--- config.mk ---
export PLATFORM = sky130hd
export DESIGN_NAME = mem_arbiter
export DESIGN_NICKNAME = d
export VERILOG_FILES = /design/src/rtl/mem_arbiter.sv
export SDC_FILE = /design/constraint.sdc
export NUM_CORES = 1
export LEC_CHECK = 0
export BUFFER_PORTS_ARGS = -buffer_cell sky130_fd_sc_hd__buf_2
export CAP_MARGIN = 10
export CORE_MARGIN = 3
export CORE_UTILIZATION = 30
export DETAILED_ROUTE_END_ITERATION = 16
export PLACE_DENSITY = 0.71
export SKIP_LAST_GASP = 1
export SLEW_MARGIN = 20
export SYNTH_ARGS = -nofsm -noshare
export SYNTH_HDL_FRONTEND = slang
export SYNTH_SLANG_ARGS = --single-unit
--- constraint.sdc ---
create_clock -name clk -period 2.1 [get_ports clk]
set_input_delay 0.105 -clock clk [delete_from_list [all_inputs] [get_ports clk]]
set_output_delay 0.105 -clock clk [all_outputs]
set_load 0.02 [all_outputs]
--- src/rtl/mem_arbiter.sv ---
// Two-requester (fetch I / load-store D) round-robin arbiter and sequencer for one shared memory port.
// Define MEM_TIMEOUT_EN to add a bus timeout that aborts a stalled transfer after TIMEOUT_CYCLES busy cycles.
module mem_arbiter #(
  parameter int unsigned TIMEOUT_CYCLES = 255
) (
  input  logic        clk,
  input  logic        rst,
  input  logic        i_valid,
  input  logic [31:0] i_addr,
  output logic [31:0] i_rdata,
  output logic        i_ready,
  input  logic        d_valid,
  input  logic [31:0] d_addr,
  input  logic [31:0] d_wdata,
  input  logic [3:0]  d_wstrb,
  output logic [31:0] d_rdata,
  output logic        d_ready,
  output logic        mem_valid,
  output logic [31:0] mem_addr,
  output logic [31:0] mem_wdata,
  output logic [3:0]  mem_wstrb,
  input  logic [31:0] mem_rdata,
  input  logic        mem_ready,
  output logic        fault
);

  if (TIMEOUT_CYCLES < 1 || TIMEOUT_CYCLES > 65535) begin : g_bad_timeout
    $error("mem_arbiter: TIMEOUT_CYCLES must be in 1..65535");
  end

  typedef enum logic [1:0] {
    IDLE   = 2'd0,
    BUSY_I = 2'd1,
    BUSY_D = 2'd2
  } state_t;

  state_t      state, state_nx;
  logic        last_grant_d, last_grant_d_nx;  // 1: D held the most recent grant
  logic [31:0] addr_q, addr_nx;
  logic [31:0] wdata_q, wdata_nx;
  logic [3:0]  wstrb_q, wstrb_nx;
  logic        busy;
  logic        abort;
  logic        done;

  assign busy = (state != IDLE);

`ifdef MEM_TIMEOUT_EN
  localparam int CW = $clog2(TIMEOUT_CYCLES + 1);
  logic [CW-1:0] tmo_cnt;

  // Held at zero while idle, so every BUSY entry starts counting from zero.
  always_ff @(posedge clk) begin
    if (rst || !busy) begin
      tmo_cnt <= '0;
    end else if (!mem_ready) begin
      tmo_cnt <= tmo_cnt + CW'(1);
    end
  end

  assign abort = busy && !rst && !mem_ready && (tmo_cnt == CW'(TIMEOUT_CYCLES - 1));
`else
  assign abort = 1'b0;
`endif

  // A transfer being reset away never reports completion.
  assign done  = busy && !rst && (mem_ready || abort);
  assign fault = abort;

  assign i_ready = (state == BUSY_I) && done;
  assign d_ready = (state == BUSY_D) && done;
  assign i_rdata = ((state == BUSY_I) && !rst && mem_ready) ? mem_rdata : '0;
  assign d_rdata = ((state == BUSY_D) && !rst && mem_ready) ? mem_rdata : '0;

  assign mem_valid = busy;
  assign mem_addr  = addr_q;
  assign mem_wdata = wdata_q;
  assign mem_wstrb = wstrb_q;

  // NOTE: sequential state uses non-blocking assignments only, so every register samples pre-edge values.
  always_ff @(posedge clk) begin
    if (rst) begin
      state        <= IDLE;
      last_grant_d <= 1'b1;
      addr_q       <= '0;
      wdata_q      <= '0;
      wstrb_q      <= '0;
    end else begin
      state        <= state_nx;
      last_grant_d <= last_grant_d_nx;
      addr_q       <= addr_nx;
      wdata_q      <= wdata_nx;
      wstrb_q      <= wstrb_nx;
    end
  end

  // NOTE: every signal driven here gets its default first, so no path can infer a latch.
  always_comb begin
    state_nx        = state;
    last_grant_d_nx = last_grant_d;
    addr_nx         = addr_q;
    wdata_nx        = wdata_q;
    wstrb_nx        = wstrb_q;

    unique case (state)
      IDLE: begin
        if (i_valid && (!d_valid || last_grant_d)) begin
          state_nx        = BUSY_I;
          last_grant_d_nx = 1'b0;
          addr_nx         = i_addr;
          wdata_nx        = '0;
          wstrb_nx        = '0;
        end else if (d_valid) begin
          state_nx        = BUSY_D;
          last_grant_d_nx = 1'b1;
          addr_nx         = d_addr;
          wdata_nx        = d_wdata;
          wstrb_nx        = d_wstrb;
        end
      end
      BUSY_I, BUSY_D: begin
        if (done) begin
          state_nx = IDLE;
        end
      end
      default: state_nx = IDLE;
    endcase
  end

endmodule

# --- Yosys cells after proc, flatten, opt, wreduce, memory -nomap -nowiden ---
# Cells that the tools add are included.
word_totals:
  ff_bits: 71
  mem_bits_ro: 0
  latch_bits: 0
  ramBits: 0
  in_bits: 137
  mem_count: 0
op_classes:
  n_eq_ne: 4
  n_shift: 0
  n_addsub: 0
  reduce_logical: 18
  muxes: 14
  div_mod_pow: 0
  n_bitwise: 0
  mul: 0
  n_lt_le_gt_ge: 0
op_table:
  columns: ["operator", "count"]
  rows:
  - ["32-bit two-way mux", 6]
  - ["1-bit logical AND", 9]
  - ["4-bit two-way mux", 2]
  - ["2-bit two-way mux", 3]
  - ["2-bit one-hot mux with 2 select lines", 1]
  - ["2-bit AND reduction", 2]
  - ["2-bit nonzero test", 2]
  - ["3-bit != test (second input constant)", 1]
  - ["2-bit by 1-bit equality test with 1-bit output (second input constant)", 1]
  - ["2-bit equality test (second input constant)", 1]
  - ["1-bit zero test", 2]
  - ["2-bit zero test", 1]
  - ["1-bit two-way mux", 2]
  - ["2-bit != test (second input constant)", 1]
  - ["2-bit OR reduction", 1]
  - ["1-bit logical OR", 1]

# --- Logic depth before layout (Yosys ltp) ---
# Gate-level depths: netlist (run 1).
depth:
  word_depth: 5
  ltp_mapped: 7

# --- Worst setup path after synthesis (run 1) ---
# Ideal clock, no wire load.
synth_timing:
  kind: "register to register"
  start: "register state[0]"
  end: "register wdata_q[10], in the netlist mem_wdata[10]"
  setup_slack_ns: 0.628
  synth_period_minus_slack_ns: 1.472
  arrival_time_ns: 1.412
  n_path_buf: 1
  setup_ns: 0.059
  stages_incl_launch_ff: 7
  path_cell_list: "dfxtp_1 > inv_1 > ha_1 > o21ai_1 > a211oi_4 > buf_6 > a22o_1"
synth_between:
  elab_chain_len: 2
synth_rtl:
  columns: ["element", "line", "rtl"]
  rows:
  - ["start: declaration", "37", "state_t state, state_nx;"]
  - ["start signal: assignment", "89", "state <= state_nx;"]
  - ["2-bit zero test", "105", "unique case (state)"]
  - ["2-bit AND reduction (no source line)", null, null]
  - ["end signal: assignment", "92", "wdata_q <= wdata_nx;"]
  - ["end: declaration", "40", "logic [31:0] wdata_q, wdata_nx;"]
# No other way between the ends.
# A chain may end at the register's enable or synchronous reset.

# --- Final worst setup path (run 1) ---
layout_timing:
  start: "register state[0]"
  end: "output port d_rdata[0]"
layout_between:
  elab_chain_len: 4
layout_rtl:
  columns: ["element", "line", "rtl"]
  rows:
  - ["2-bit equality test", "73", "assign d_rdata = ((state == BUSY_D) && !rst && mem_ready) ? mem_rdata : '0;"]
  - ["1-bit logical AND (2 in series)", "73", null]
  - ["32-bit two-way mux", "73", null]
  - ["end: declaration", "16", "output logic [31:0] d_rdata,"]
# No other way between the ends.

==> flow_summary.json, run 1 <==
{
  "fp.dieArea_sq_um": 12100,
  "viasPerCell": 4.89,
  "finalSetupTns_ns": 0,
  "clkLatencyLatePin_ns": 0.34,
  "netlist_area_sq_um": 3250,
  "fin_util": 0.505,
  "ir_drop_mv": 0.379,
  "drv_slew": 0,
  "postCtsSetupRepairBufs": 0,
  "cpPeakStageDelay_ns": 0.38,
  "min_period_over_period": 0.853,
  "place_area_sq_um": 4680,
  "dp_hpwl_mm": 8.35,
  "crit_buf_inv": 3,
  "grt_start_max_net_pins": 65,
  "hp-class": "input pin to flop",
  "worstPathArrival_ns": 1.69,
  "dieHeight_microns": 110,
  "die_x_microns": 110,
  "cts_hold_buf": 36,
  "endpoint_kind": "primary output",
  "cap_viol_max_count": 0,
  "firstDrtPassIters": 5,
  "p_leak_nw": 2.77,
  "antenna_cells": 0,
  "synthCells": 367,
  "required_ns": 2.00,
  "worstSetupPathType": "flop to primary output",
  "cts_tree": "yes",
  "num_vias": 3894,
  "seq_area_frac_synth": 0.437,
  "h-tree-depth": 3,
  "grt_use_total": 0.180,
  "cts_resized": 0,
  "root_buffer": "clkbuf_8",
  "numClockSinks": 71,
  "drtAntennaViolNets": 0,
  "antenna_found_initial": 0,
  "grt_first_pass_wirelength_mm": 17.3,
  "area_growth_pct": 61.8,
  "worstMarginPinSlew_ns": 0.919,
  "first_global_vias": 3592,
  "dr.first_iter.drc_count": 304,
  "cp_top_family": "buffers and inverters",
  "holdWs_ns": 0.0402,
  "rsz0062_at_grt": "false",
  "clock_skew_ns": 0.00834,
  "synth-seq-cells": 71,
  "synth_top_area_cell": "dfxtp_1",
  "drc_errors": 0,
  "synth_nets": 507,
  "num-nets-final": 796,
  "yosysTopAreaCellShare": 0.437,
  "core_region_area_sq_um": 10400,
  "post-route-cell-area_sq_um": 5260,
  "synth_cell_types": 28,
  "fp-row-count": 37,
  "min_period_ns": 1.79,
  "cts.path.max_buffers": 2,
  "start_util": 0.312,
  "port_buffers": 271,
  "finalNonFillerCells": 797,
  "drt-wirelength-per-cell_microns": 15.0,
  "clkTransAtPathRegs_ns": 0.08,
  "cp_max_fo": 33,
  "clock.fmax_mhz": 558,
  "crit_slowest_cell": "dfxtp_1",
  "status": "complete, no violations",
  "hold_viol_final": 0,
  "ioPinCount": 273,
  "crit_chain": "inv_1 -> ha_1 -> and3b_1 -> buf_4 -> and2_1 -> buf_2",
  "avgSynthCellArea_sq_um": 8.86,
  "routed_wl_mm": 11.9,
  "finalSetupViolCount": 0,
  "cp-start-kind": "flop",
  "synthTopCellsByArea": "dfxtp_1, and2_1, a22o_1, a311oi_1, o21ai_0",
  "layout-drive-gt1-share": 0.452,
  "grt-ovfl-total": 0,
  "relSlewSlack": 0.387,
  "cts_buffers": 9,
  "dp_cells": 745,
  "ys_warn_count": 0,
  "power_density_nw_per_um2": 864,
  "place_congestion": 0.806
}
## cell type report
cell class                 count  area, sq um
timing repair buffer         316         1800
sequential                    71         1420
clock inverter                 7          103
tap                          136          170
inverter                       5         18.8
multi-input combinational    253         1630
fill                         977         5150
clock buffer                   9          124
## worst paths after layout
path / endpoint / slack, ns / depth (start not counted) / from
max: d_rdata[0] / 0.31 / 6 / state[0]
min: mem_addr[2] / 0.04 / 3 / i_addr[2]
max reg2reg: mem_wdata[10] / 0.39 / 6 / state[0]
min reg2reg: mem_wdata[29] / 0.48 / 1 / mem_wdata[29]
## layer usage
layer / up-vias / wire, microns / track usage
li1: 1899 / - / -
met1: 1786 / 4590 / 0.205
met2: 185 / 6130 / 0.329
met3: 24 / 1030 / 0.0414
met4: 0 / 191 / 0.0616
met5: - / 0 / 0
## where the power goes
group          switching, W  total (W)  internal (W)  leakage (nW)
logic              0.000992    0.00160      0.000613          2.07
registers          0.000123    0.00171       0.00159         0.586
clock network      0.000550    0.00123      0.000684         0.111
total               0.00167    0.00455       0.00288          2.77
## cells in the mapped netlist
master / n
o21ai_0: 34
nor2b_1: 1
a211o_1: 1
and2b_1: 1
dfxtp_1: 71
o21ai_1: 1
a311oi_1: 32
nand2b_1: 1
inv_1: 5
and2_1: 66
ha_1: 3
nor2_2: 1
conb_1: 1
clkbuf_1: 20
a21oi_1: 2
and3b_1: 2
buf_4: 2
nor3_1: 1
nand3_1: 32
a22o_1: 36
buf_6: 3
buf_2: 9
a211oi_4: 1
o21a_1: 1
nor2_1: 32
a211oi_1: 2
or3_1: 2
buf_1: 4
## worst reg2reg max path, stage by stage (launching register included)
cell,delay [ns]
dfxtp_1,0.34
inv_1,0.08
ha_1,0.23
o21ai_1,0.17
a211oi_4,0.23
buf_4,0.37
a22o_1,0.22
## logic make-up after synthesis
| kind of cell | Yosys count | synth area share |
|---|---|---|
| DFF | 71 | 0.437 |
| buffers and inverters | 43 | 0.0623 |
| and+or+nand+nor | 139 | 0.232 |
| AOI/OAI and AO/OA | 110 | 0.256 |
| adders and majority gates | 3 | 0.0115 |
| other | 1 | 0.00115 |
## flip-flops by register name, summed over array words and instances, names as in the netlist
signal,flops
mem_wdata,32
mem_addr,32
last_grant_d,1
state,2
mem_wstrb,4
## metrics by stage
step	setup slack, ns	total power [W]
2_1_floorplan	0.628	0.00273
3_3_place_gp	0.454	0.00324
3_5_place_dp	0.374	0.00329
4_1_cts	0.264	0.00459
5_1_grt	0.136	0.00481
6_report	0.309	0.00455
## cells in the final DEF (no fill, tap or decap), types with 2 or more instances in the layout
master         count
o21ai_0           34
buf_2            271
buf_4              8
a22o_1            36
inv_6              3
dfxtp_1           71
bufinv_16          2
and2_1            66
a21oi_1            2
or3_1              2
ha_1               3
a211oi_1           2
clkbuf_8           9
and3b_1            2
a311oi_1          32
nand3_1           32
inv_1              5
nor2_1            32
dlygate4sd3_1     36
Note: power is estimated with default switching activity, not from simulation.
==> run 2: changes to the inputs <==
- BUFFER_PORTS_ARGS: -buffer_cell sky130_fd_sc_hd__buf_2 -> -buffer_cell sky130_fd_sc_hd__buf_4
==> flow_summary.json, run 2 (synthesis gave the netlist of run 1 again) <==
{
  "crit_buf_inv": 2,
  "drc_errors": 0,
  "holdWs_ns": 0.0440,
  "clock_skew_ns": 0.0162,
  "worstSetupPathType": "flop to primary output",
  "fp.dieArea_sq_um": 12100,
  "met2_usage": 0.378,
  "first_global_vias": 3757,
  "grt.busiest_layer": "met2",
  "required_ns": 2.00,
  "antenna_found_initial": 0,
  "num-nets-final": 793,
  "routed_wl_mm": 13.0,
  "drv_slew": 0,
  "finalSetupViolCount": 0,
  "h-tree-depth": 3,
  "antenna_cells": 0,
  "cpPeakStageDelay_ns": 0.47,
  "hold_viol_final": 0,
  "cts.path.max_buffers": 2,
  "die_x_microns": 110,
  "core_region_area_sq_um": 10400,
  "crit_chain": "inv_1 -> ha_1 -> and3b_2 -> and2_1 -> buf_4",
  "root_buffer": "clkbuf_8",
  "grt-ovfl-total": 0,
  "dr.first_iter.drc_count": 203,
  "final_cell_mix": "buf_4, dfxtp_1, and2_1, a22o_1, dlygate4sd3_1",
  "rsz0062_at_grt": "false",
  "crit_slowest_cell": "and3b_2",
  "num_vias": 3888,
  "viasPerCell": 4.90,
  "finalSetupTns_ns": 0,
  "grt_first_pass_wirelength_mm": 19.0,
  "drt-wirelength-per-cell_microns": 16.4,
  "final_common_cell": "buf_4",
  "numClockSinks": 71,
  "layout-drive-gt1-share": 0.453,
  "worstPathArrival_ns": 1.73,
  "postLayoutSetupSlackWorst_ns": 0.262,
  "drtAntennaViolNets": 0,
  "ioPinCount": 273,
  "postCtsSetupRepairBufs": 0,
  "fillerInstances": 897,
  "hp-class": "input pin to flop",
  "power_density_nw_per_um2": 779,
  "grt_start_max_net_pins": 65,
  "cp-start-kind": "flop",
  "design_power_total_w": 0.00458,
  "status": "complete, no violations",
  "cp_max_fo": 33,
  "area_growth_pct": 80.8,
  "clkTransAtPathRegs_ns": 0.09,
  "cts_tree": "yes",
  "dieHeight_microns": 110,
  "multi_input_area_sq_um": 1630,
  "ir_drop_mv": 0.419,
  "firstDrtPassIters": 4,
  "regArea_sq_um": 1420,
  "dp_hpwl_mm": 9.19,
  "relSlewSlack": 0.345,
  "clock.fmax_mhz": 544,
  "port_buffers": 271,
  "globalRouteMet3Util": 0.0524,
  "use_met1": 0.215,
  "pre_cts_ws_ns": 0.300,
  "clkLatencyLatePin_ns": 0.34,
  "place_congestion": 0.851,
  "worstMarginPinSlew_ns": 0.982,
  "start_util": 0.312,
  "cp_top_family": "simple AND/OR/NAND/NOR gates",
  "cts_buffers": 9,
  "p_leak_nw": 2.85,
  "cap_viol_max_count": 0,
  "grt_use_total": 0.199,
  "fp-row-count": 37,
  "min_period_over_period": 0.875,
  "min_period_ns": 1.84,
  "endpoint_kind": "primary output"
}
==> run 2: cell count changes in the layout (fill, tap and decap cells not counted) <==
cell and delta:
inv_8 +2, clkinvlp_4 +2, clkinv_4 -1, and3b_2 +2, bufinv_16 -2, inv_6 -1, buf_2 -271, and3b_1 -2
buf_4 +268
==> run 2: metal layers <==
| metal | vias up | part of all wire | wire, microns |
|---|---|---|---|
| met5 | - | 0 | 0 |
| met4 | 0 | 0.016 | 210 |
| met3 | 18 | 0.083 | 1080 |
| met2 | 164 | 0.53 | 6870 |
| met1 | 1813 | 0.37 | 4820 |
| li1 | 1893 | - | - |
==> run 2: final timing paths <==
check	start	to	slack, ns	depth (start not counted)
max reg2reg	last_grant_d	mem_addr[16]	0.36	3
min reg2reg	last_grant_d	last_grant_d	0.48	1
min	i_addr[28]	mem_addr[28]	0.04	3
max	state[0]	d_rdata[18]	0.26	5
==> run 2: stage by stage <==
step | instances | area, sq um | util
floorplan | 367 | 3250 | -
global placement | 742 | 5330 | 0.512
detailed placement | 742 | 5330 | 0.512
CTS | 794 | 5880 | 0.565
global route | 794 | 5880 | 0.565
finish | 794 | 5880 | 0.565
==> run 2: cell type report <==
| class | instances | share of cell area |
|---|---|---|
| timing repair buffer | 313 | 0.417 |
| multi-input combinational | 253 | 0.277 |
| sequential | 71 | 0.242 |
| tap | 136 | 0.0289 |
| clock buffer | 9 | 0.0211 |
| clock inverter | 7 | 0.0106 |
| inverter | 5 | 0.00319 |
==> run 2: what timing repair did <==
item	4_1_cts	5_1_grt
setup endpoints to repair	58	0
gates resized for setup	2	0
hold buffers	36	0
endpoints found under the hold margin	36	0
==> run 2: power breakdown <==
part | internal (W) | leakage (nW) | total, W | switching, W
registers | 0.00159 | 0.586 | 0.00172 | 0.000135
logic | 0.000826 | 2.18 | 0.00183 | 0.00100
clock network | 0.000453 | 0.0863 | 0.00103 | 0.000576
==> run 2: tightest hold or removal path: cells and delay by family <==
kind,cells,cell delay (ns)
buffers and inverters,1,0.11
and+or+nand+nor,1,0.05
AOI/OAI and AO/OA,1,0.08
